===== src/rtl/paula_ipl_sequencer.sv =====
// Merges Paula, expansion and NMI interrupt levels, glitch-filters the result on
// clk7_en, and sequences the 68k interrupt-acknowledge cycle with autovectors.
module paula_ipl_sequencer #(
   parameter int FILTER_LEN = 2,
   parameter int ACK_DELAY  = 3
) (
   input  logic       clk,
   input  logic       reset,
   input  logic       clk7_en,
   input  logic [2:0] ipl_in,
   input  logic [2:0] ext_ipl_in,
   input  logic       nmi,
   input  logic       iack_req,
   input  logic [2:0] iack_level,
   output logic [2:0] _ipl_out,
   output logic [2:0] pending_level,
   output logic       iack_done,
   output logic [7:0] vector,
   output logic       spurious
);

   localparam logic [4:0] FLEN5 = 5'(FILTER_LEN);
   localparam logic [3:0] FLEN4 = 4'(FILTER_LEN);
   localparam logic [3:0] ADLY4 = 4'(ACK_DELAY);
   localparam logic [7:0] VEC_BASE = 8'h18;

   typedef enum logic [1:0] {S_IDLE, S_WAIT, S_ACK} state_t;

   logic [2:0] paula_lvl, ext_lvl, merged;
   logic [2:0] cand_q, cand_d, level_q, level_d;
   logic [3:0] cnt_q, cnt_d;
   logic [4:0] cnt_inc;
   state_t     state_q, state_d;
   logic [3:0] dcnt_q, dcnt_d;
   logic       done_q, done_d;
   logic [7:0] vector_q, vector_d;
   logic       spur_q, spur_d;
   logic       spur_now;

   assign paula_lvl = ~ipl_in;
   assign ext_lvl   = ~ext_ipl_in;
   assign merged    = nmi ? 3'd7 : ((paula_lvl > ext_lvl) ? paula_lvl : ext_lvl);

   // Filter: a level is forwarded only after FILTER_LEN consecutive matching enable edges
   always_comb begin
      cand_d  = cand_q;
      cnt_d   = cnt_q;
      level_d = level_q;
      cnt_inc = {1'b0, cnt_q} + 5'd1;
      if (clk7_en) begin
         if (merged != cand_q) begin
            cand_d = merged;
            cnt_d  = 4'd1;
            if (FILTER_LEN == 1) level_d = merged;
         end else if (cnt_inc >= FLEN5) begin
            cnt_d   = FLEN4;
            level_d = cand_q;
         end else begin
            cnt_d = cnt_inc[3:0];
         end
      end
   end

   assign spur_now = (iack_level == 3'd0) || (iack_level > level_q);

   always_comb begin
      state_d  = state_q;
      dcnt_d   = dcnt_q;
      done_d   = done_q;
      vector_d = vector_q;
      spur_d   = spur_q;
      if (clk7_en) begin
         case (state_q)
            S_IDLE: begin
               if (iack_req) begin
                  spur_d   = spur_now;
                  vector_d = spur_now ? VEC_BASE : VEC_BASE + {5'b0, iack_level};
                  dcnt_d   = ADLY4;
                  state_d  = S_WAIT;
               end
            end
            S_WAIT: begin
               // An abandoned cycle keeps the captured vector for inspection
               if (!iack_req) begin
                  state_d = S_IDLE;
               end else if (dcnt_q == 4'd0) begin
                  state_d = S_ACK;
                  done_d  = 1'b1;
               end else begin
                  dcnt_d = dcnt_q - 4'd1;
               end
            end
            S_ACK: begin
               if (!iack_req) begin
                  done_d  = 1'b0;
                  state_d = S_IDLE;
               end
            end
            default: begin
               state_d = S_IDLE;
               done_d  = 1'b0;
            end
         endcase
      end
   end

   always_ff @(posedge clk or posedge reset) begin
      if (reset) begin
         cand_q   <= 3'd0;
         cnt_q    <= 4'd0;
         level_q  <= 3'd0;
         state_q  <= S_IDLE;
         dcnt_q   <= 4'd0;
         done_q   <= 1'b0;
         vector_q <= 8'h00;
         spur_q   <= 1'b0;
      end else begin
         cand_q   <= cand_d;
         cnt_q    <= cnt_d;
         level_q  <= level_d;
         state_q  <= state_d;
         dcnt_q   <= dcnt_d;
         done_q   <= done_d;
         vector_q <= vector_d;
         spur_q   <= spur_d;
      end
   end

   assign _ipl_out      = ~level_q;
   assign pending_level = level_q;
   assign iack_done     = done_q;
   assign vector        = vector_q;
   assign spurious      = spur_q;

endmodule


===== config.mk =====
export PLATFORM = sky130hd
export DESIGN_NAME = paula_ipl_sequencer
export DESIGN_NICKNAME = d
export VERILOG_FILES = /design/src/rtl/paula_ipl_sequencer.sv
export SDC_FILE = /design/constraint.sdc
export NUM_CORES = 1
export LEC_CHECK = 0
export BUFFER_PORTS_ARGS = -buffer_cell sky130_fd_sc_hd__clkbuf_2
export CORE_AREA = 2 2 70 58
export CTS_CLUSTER_DIAMETER = 150
export DETAILED_ROUTE_END_ITERATION = 6
export DIE_AREA = 0 0 72 60
export SETUP_SLACK_MARGIN = 0.5
export SYNTH_ARGS = -nofsm -noshare
export SYNTH_HDL_FRONTEND = slang
export SYNTH_SLANG_ARGS = --single-unit

===== constraint.sdc =====
create_clock -name clk -period 2.6 [get_ports clk]
set_clock_uncertainty 0.2 [all_clocks]
set_input_delay 0.26 -clock clk [delete_from_list [all_inputs] [get_ports clk]]
set_output_delay 0.26 -clock clk [all_outputs]
set_load 0.02 [all_outputs]

# Word level (Yosys, flattened, before mapping)
# Cells that the tools add are included.
dict set report word_totals {
  romBits 0
  latch_bits 0
  mem_bits_rw 0
  ff_bits 26
  elab_cells 57
  out_inout_bits 16
  n_memories 0
  input_bits 14
}
dict set report classes {
  div_mod_pow 0
  reduce_logical 11
  bitwise 5
  muxes 18
  n_shift 0
  eq_ne 9
  n_lt_le_gt_ge 3
  add_sub_neg 3
  multipliers 0
}
# cell count
set ops {}
lappend ops {{$mux 4} 5}
lappend ops {{$ne 2x2->1 const B} 5}
lappend ops {{$reduce_and 5->1} 2}
lappend ops {{$not 3->3} 3}
lappend ops {{$mux 2} 4}
lappend ops {{$pmux 4 s2} 1}
lappend ops {{$add 5x3->6 const A} 1}
lappend ops {{$gt 3x3->1} 2}
lappend ops {{$mux 3} 2}
lappend ops {{$mux 6} 1}
lappend ops {{$pmux 2 s3} 1}
lappend ops {{$reduce_and 3->1} 2}
lappend ops {{$add 4x1->5 const B} 1}
lappend ops {{$ge 5x2->1 const B} 1}
lappend ops {{$logic_not 4->1} 1}
lappend ops {{$reduce_and 4->1} 1}
lappend ops {{$sub 4x1->4 const B} 1}
lappend ops {{$logic_not 3->1} 1}
lappend ops {{$mux 1} 3}
lappend ops {{$ne 3x3->1} 1}
lappend ops {{$ne 3x3->1 const B} 1}
lappend ops {{$pmux 1 s3} 1}
lappend ops {{$eq 2x1->1 const B} 1}
lappend ops {{$eq 2x2->1 const B} 1}
lappend ops {{5 further kinds} 6}

# Longest topological paths before layout
dict set report depth {
  depth_word 7
  ltp_mapped 10
  mapped_depth_nobuf 9
}

# Worst setup path before layout
# Ideal clock, no wire load.
dict set report synth_timing {
  path_kind {input -> register}
  start {input ipl_in[1]}
  end {register level_q[0] (netlist: pending_level[0])}
  setup_time_ns 0.128
  arrival_ns 2.092
  slack_ns 0.181
  n_path_buf 0
  stages 9
  required_ns 2.272
  path_cell_list {inv_1 ha_1 and2b_4 or4b_4 a31oi_2 nor4_1 nor3_2 nand4_2 mux2_1}
}
dict set report synth_between {
  elab_chain_cells 7
}
# element line_no
set synth_lines {}
lappend synth_lines {{from (decl)} 10} ;# input logic [2:0] ipl_in,
lappend synth_lines {{$not 3->3 (*)} 40} ;# assign paula_lvl = ~ipl_in;
lappend synth_lines {{$gt 3x3->1} 42} ;# assign merged = nmi ? 3'd7 : ((paula_lvl > ext_lvl) ? paula_lvl : ext_lvl);
lappend synth_lines {{$mux 3 (*) (2 in a row)} 42}
lappend synth_lines {{$ne 3x3->1 (*)} 51} ;# if (merged != cand_q) begin
lappend synth_lines {{$not 1->1 (no line) (*)} -}
lappend synth_lines {{$reduce_and 3->1 (no line) (*)} -}
lappend synth_lines {{to (signal assigned)} 120} ;# level_q <= level_d;
lappend synth_lines {{to (decl)} 30} ;# logic [2:0] cand_q, cand_d, level_q, level_d;
# Mark *: on every way between the ends. The rest lies on a longest branch, timed or not.
# A chain may end at the register's enable or synchronous reset.

# Worst setup path in the final report
# Ends and elaborated chain as after synthesis.

==> results.rst <==
.. list-table::
   :header-rows: 1

   * - Metric
     - Value
   * - Reg clk slew, reported paths
     - 0.08 ns
   * - Worst Path Class, Setup
     - input port to flop
   * - Number of buffers on the longest clock path
     - 2
   * - Top-level I/O count
     - 30
   * - Final hold violation count
     - 0
   * - Count of max-cap constraint violations
     - 0
   * - Final Cycle Share
     - 88.8%
   * - Clock latency of the later-clocked register in the worst-skew pair
     - 0.27 ns
   * - DRT antenna net count
     - 0
   * - Worst slew margin relative to its limit
     - 44.6%
   * - Met3 layer wire length in the routed design
     - 156 um
   * - Dominant cell by count in the synthesized netlist
     - dfrtp_1
   * - Clock Tree Root
     - clkbuf_8
   * - Peak Freq
     - 0.433 GHz
   * - Most numerous cell types in the synthesized netlist
     - dfrtp_1, inv_1, nand2_1, nor2_1, ha_1
   * - Avg Synthesized Cell Area
     - 9.02 um^2
   * - Maximum number of pins on one net before global-route repair
     - 23
   * - Final-report setup violation count
     - 0
   * - Num CTS Buffers
     - 3
   * - TritonCTS clock tree
     - done
   * - Area occupied by multi-input gates
     - 812 um^2
   * - Synth cell types
     - 46
   * - Overall routing resource usage
     - 15.0%
   * - Row cnt
     - 20
   * - Share of the core filled with cells in the final layout
     - 49.2%
   * - CP Launch Type
     - input port
   * - Fraction of registers with async set or reset after synthesis
     - 100%
   * - Area taken by flip-flops and latches
     - 551 um^2
   * - First-pass detailed-route iteration total
     - 4
   * - Yosys top cell area share
     - 39.4%
   * - Initial core utilization
     - 38.0%
   * - Hold Path Class
     - input port to flop
   * - Power density relative to cell area
     - 783 mW/mm^2
   * - Detail-routed net length per standard cell
     - 13.4 um
   * - LEAKAGE
     - 0.877 nW
   * - Multiplexer share of the synthesized area
     - 4.66%
   * - Total congestion overflow after global routing
     - 0
   * - Simple-gate share of the synthesized area
     - 22.0%
   * - Worst path required time
     - 2.55 ns
   * - Synthesized area
     - 0.00140 mm^2
   * - RSZ-0062 raised after global routing
     - true
   * - H-tree levels
     - 1
   * - Critical Path End Type
     - flop
   * - Share of layout cells above drive strength 1
     - 33.3%
   * - Syn Inst Count
     - 155
   * - Post-synthesis share of cell area spent on xor and xnor gates
     - 2.51%
   * - P&R area growth vs syn
     - 29.5%
   * - Largest cells by area after synthesis
     - dfrtp_1, ha_1, inv_1, nand2_1, nor2_1
   * - Shortest period the worst path allows
     - 2.31 ns
   * - Die X-Extent
     - 72 um
   * - Library cell with the largest summed area after synthesis
     - dfrtp_1
   * - Routability Congestion
     - 0.779
   * - Combinational family with the most area after synthesis
     - simple AND/OR/NAND/NOR gates
   * - EDFF count, synth
     - 0
   * - Fraction of the yosys area taken by sequential cells
     - 39.4%
   * - Detailed placer's ending HPWL
     - 2.48 mm
   * - Starting DRC count in detailed routing
     - 27
   * - Vias after detailed routing
     - 1225
   * - Antenna violations before repair
     - 0
   * - Total Nets Final
     - 213
   * - Number of global-route vias before repair
     - 1161
   * - Die Ht
     - 60 um
   * - Top Metal Used
     - met4
   * - Post-detailed-routing wire length
     - 3.13 mm
   * - DRC violations left
     - 0
   * - Worst Tran Pin Value
     - 0.830 ns
   * - Layout filler cell count
     - 351
   * - Port Buf Inserts
     - 26
   * - Synthesized-area fraction occupied by adder cells
     - 8.06%
   * - Yosys Warn Count
     - 0
   * - Core outline area
     - 0.00368 mm^2
   * - Final max-slew violation count
     - 0
   * - Largest fanout on the critical path
     - 4
   * - Total power
     - 1.42 mW
   * - Die ar.
     - 0.00432 mm^2
   * - Ys flop type
     - dfrtp_1
   * - Drt via density
     - 5.26
   * - Number of clock sinks
     - 22
   * - Run status
     - completed
   * - Synth Area in Compound Gates
     - 14.6%
   * - Worst-case vdd ir drop
     - 0.254 mV
   * - Post-synthesis register bit count
     - 22
   * - Wire length of the first global-routing pass
     - 5.00 mm
   * - Diode insertion count for antenna repair
     - 0
   * - Data arrival time of the critical path
     - 2.26 ns
   * - Met2 routed WL
     - 1.54 mm
   * - Wire length on met1
     - 1.37 mm
-- layout make-up --
| type | count | share of cell area, % |
|---|---|---|
| tap | 44 | 3.04 |
| clock buffer | 3 | 2.28 |
| multi-input combinational | 109 | 44.9 |
| timing repair buffer | 36 | 13.3 |
| inverter | 18 | 4.43 |
| clock inverter | 1 | 1.66 |
| sequential | 22 | 30.4 |
-- state kept, by name (all words and copies together) (netlist names) --
name           cells
cand_q             3
cnt_q              4
dcnt_q             4
iack_done          1
pending_level      3
spurious           1
state_q            2
vector             4
-- placed cells by master, fill, tap and decap left out, types with 3 or more instances in the layout --
master / Yosys / final
clkbuf_2: 1 / 24
dfrtp_1: 22 / 22
inv_1: 18 / 17
nand2_1: 14 / 14
nor2_1: 12 / 11
buf_4: 5 / 8
o21ai_0: 8 / 7
ha_1: 9 / 7
a21oi_1: 6 / 6
nand3_1: 5 / 5
nor3_1: 7 / 5
nor3_2: 2 / 4
clkbuf_8: 0 / 4
nor2b_1: 3 / 3
mux2_4: 0 / 3
xor2_1: 3 / 3
o22ai_1: 3 / 3
conb_1: 1 / 3
-- worst paths after layout --
check                                           start                           end  slack (ns)  cells after the start
worst min-delay path                    iack_level[1]         vector[1]$_DFFE_PP0P_        0.05                      3
worst max-delay path                        ipl_in[1]  pending_level[0]$_DFFE_PP0P_        0.29                     11
worst max register to register   cnt_q[0]$_DFFE_PP0P_  pending_level[0]$_DFFE_PP0P_        0.76                      6
worst min register to register  vector[3]$_DFFE_PP0P_         vector[3]$_DFFE_PP0P_        0.31                      1
max in group asynchronous                       reset         cand_q[2]$_DFFE_PP0P_        1.20                      3
min in group asynchronous                       reset         vector[0]$_DFFE_PP0P_        0.48                      3
-- critical path, stage by stage --
cell and delay [ns]:
clkbuf_16 0.12, inv_12 0.03, ha_4 0.26, and2b_4 0.17
buf_6 0.09, nor3_2 0.03, or3_4 0.37, a31o_1 0.19
nor3_2 0.21, nand4_2 0.19, mux2_4 0.34
-- metal layers --
metal / up-vias / global-route usage, %
li1: 593 / -
met5: - / 0
met2: 48 / 28.2
met4: 0 / 7.01
met1: 575 / 16.6
met3: 9 / 2.87
-- cells by family after synthesis --
logic type	Yosys count
multiplexers	6
AO/OA/AOI/OAI	31
other	1
flip-flops	22
buffers and inverters	26
adder cells (fa/ha/maj)	9
XOR/XNOR	4
AND/OR/NAND/NOR	56
-- power breakdown --
group	total (mW)	internal, mW	switching (mW)
logic	0.581	0.254	0.327
clock network	0.318	0.206	0.112
registers	0.517	0.433	0.0841
-- metrics by stage --
stage / TNS, ns / hold slack, ns / instance area, um^2 / setup WS (ns) / cells
4_1_cts: 0 / 0.0528 / 1780 / 0.278 / 232
3_5_place_dp: -0.267 / 0.250 / 1640 / -0.102 / 227
3_3_place_gp: -0.119 / 0.240 / 1640 / -0.0456 / 227
6_report: 0 / 0.0497 / 1810 / 0.291 / 233
5_1_grt: 0 / 0.0527 / 1810 / 0.203 / 233
2_1_floorplan: 0 / 0.0492 / 1450 / 0.214 / 157
-- what timing repair did --
item                                    4_1_cts  5_1_grt
resized for setup                            10        6
pin swaps                                     5        1
hold buffers                                  1        0
endpoints found under the setup margin        5        7
setup buffers                                 0        1
hold endpoints to repair                     22        0
No activity file was read; power rests on OpenSTA's default activity.
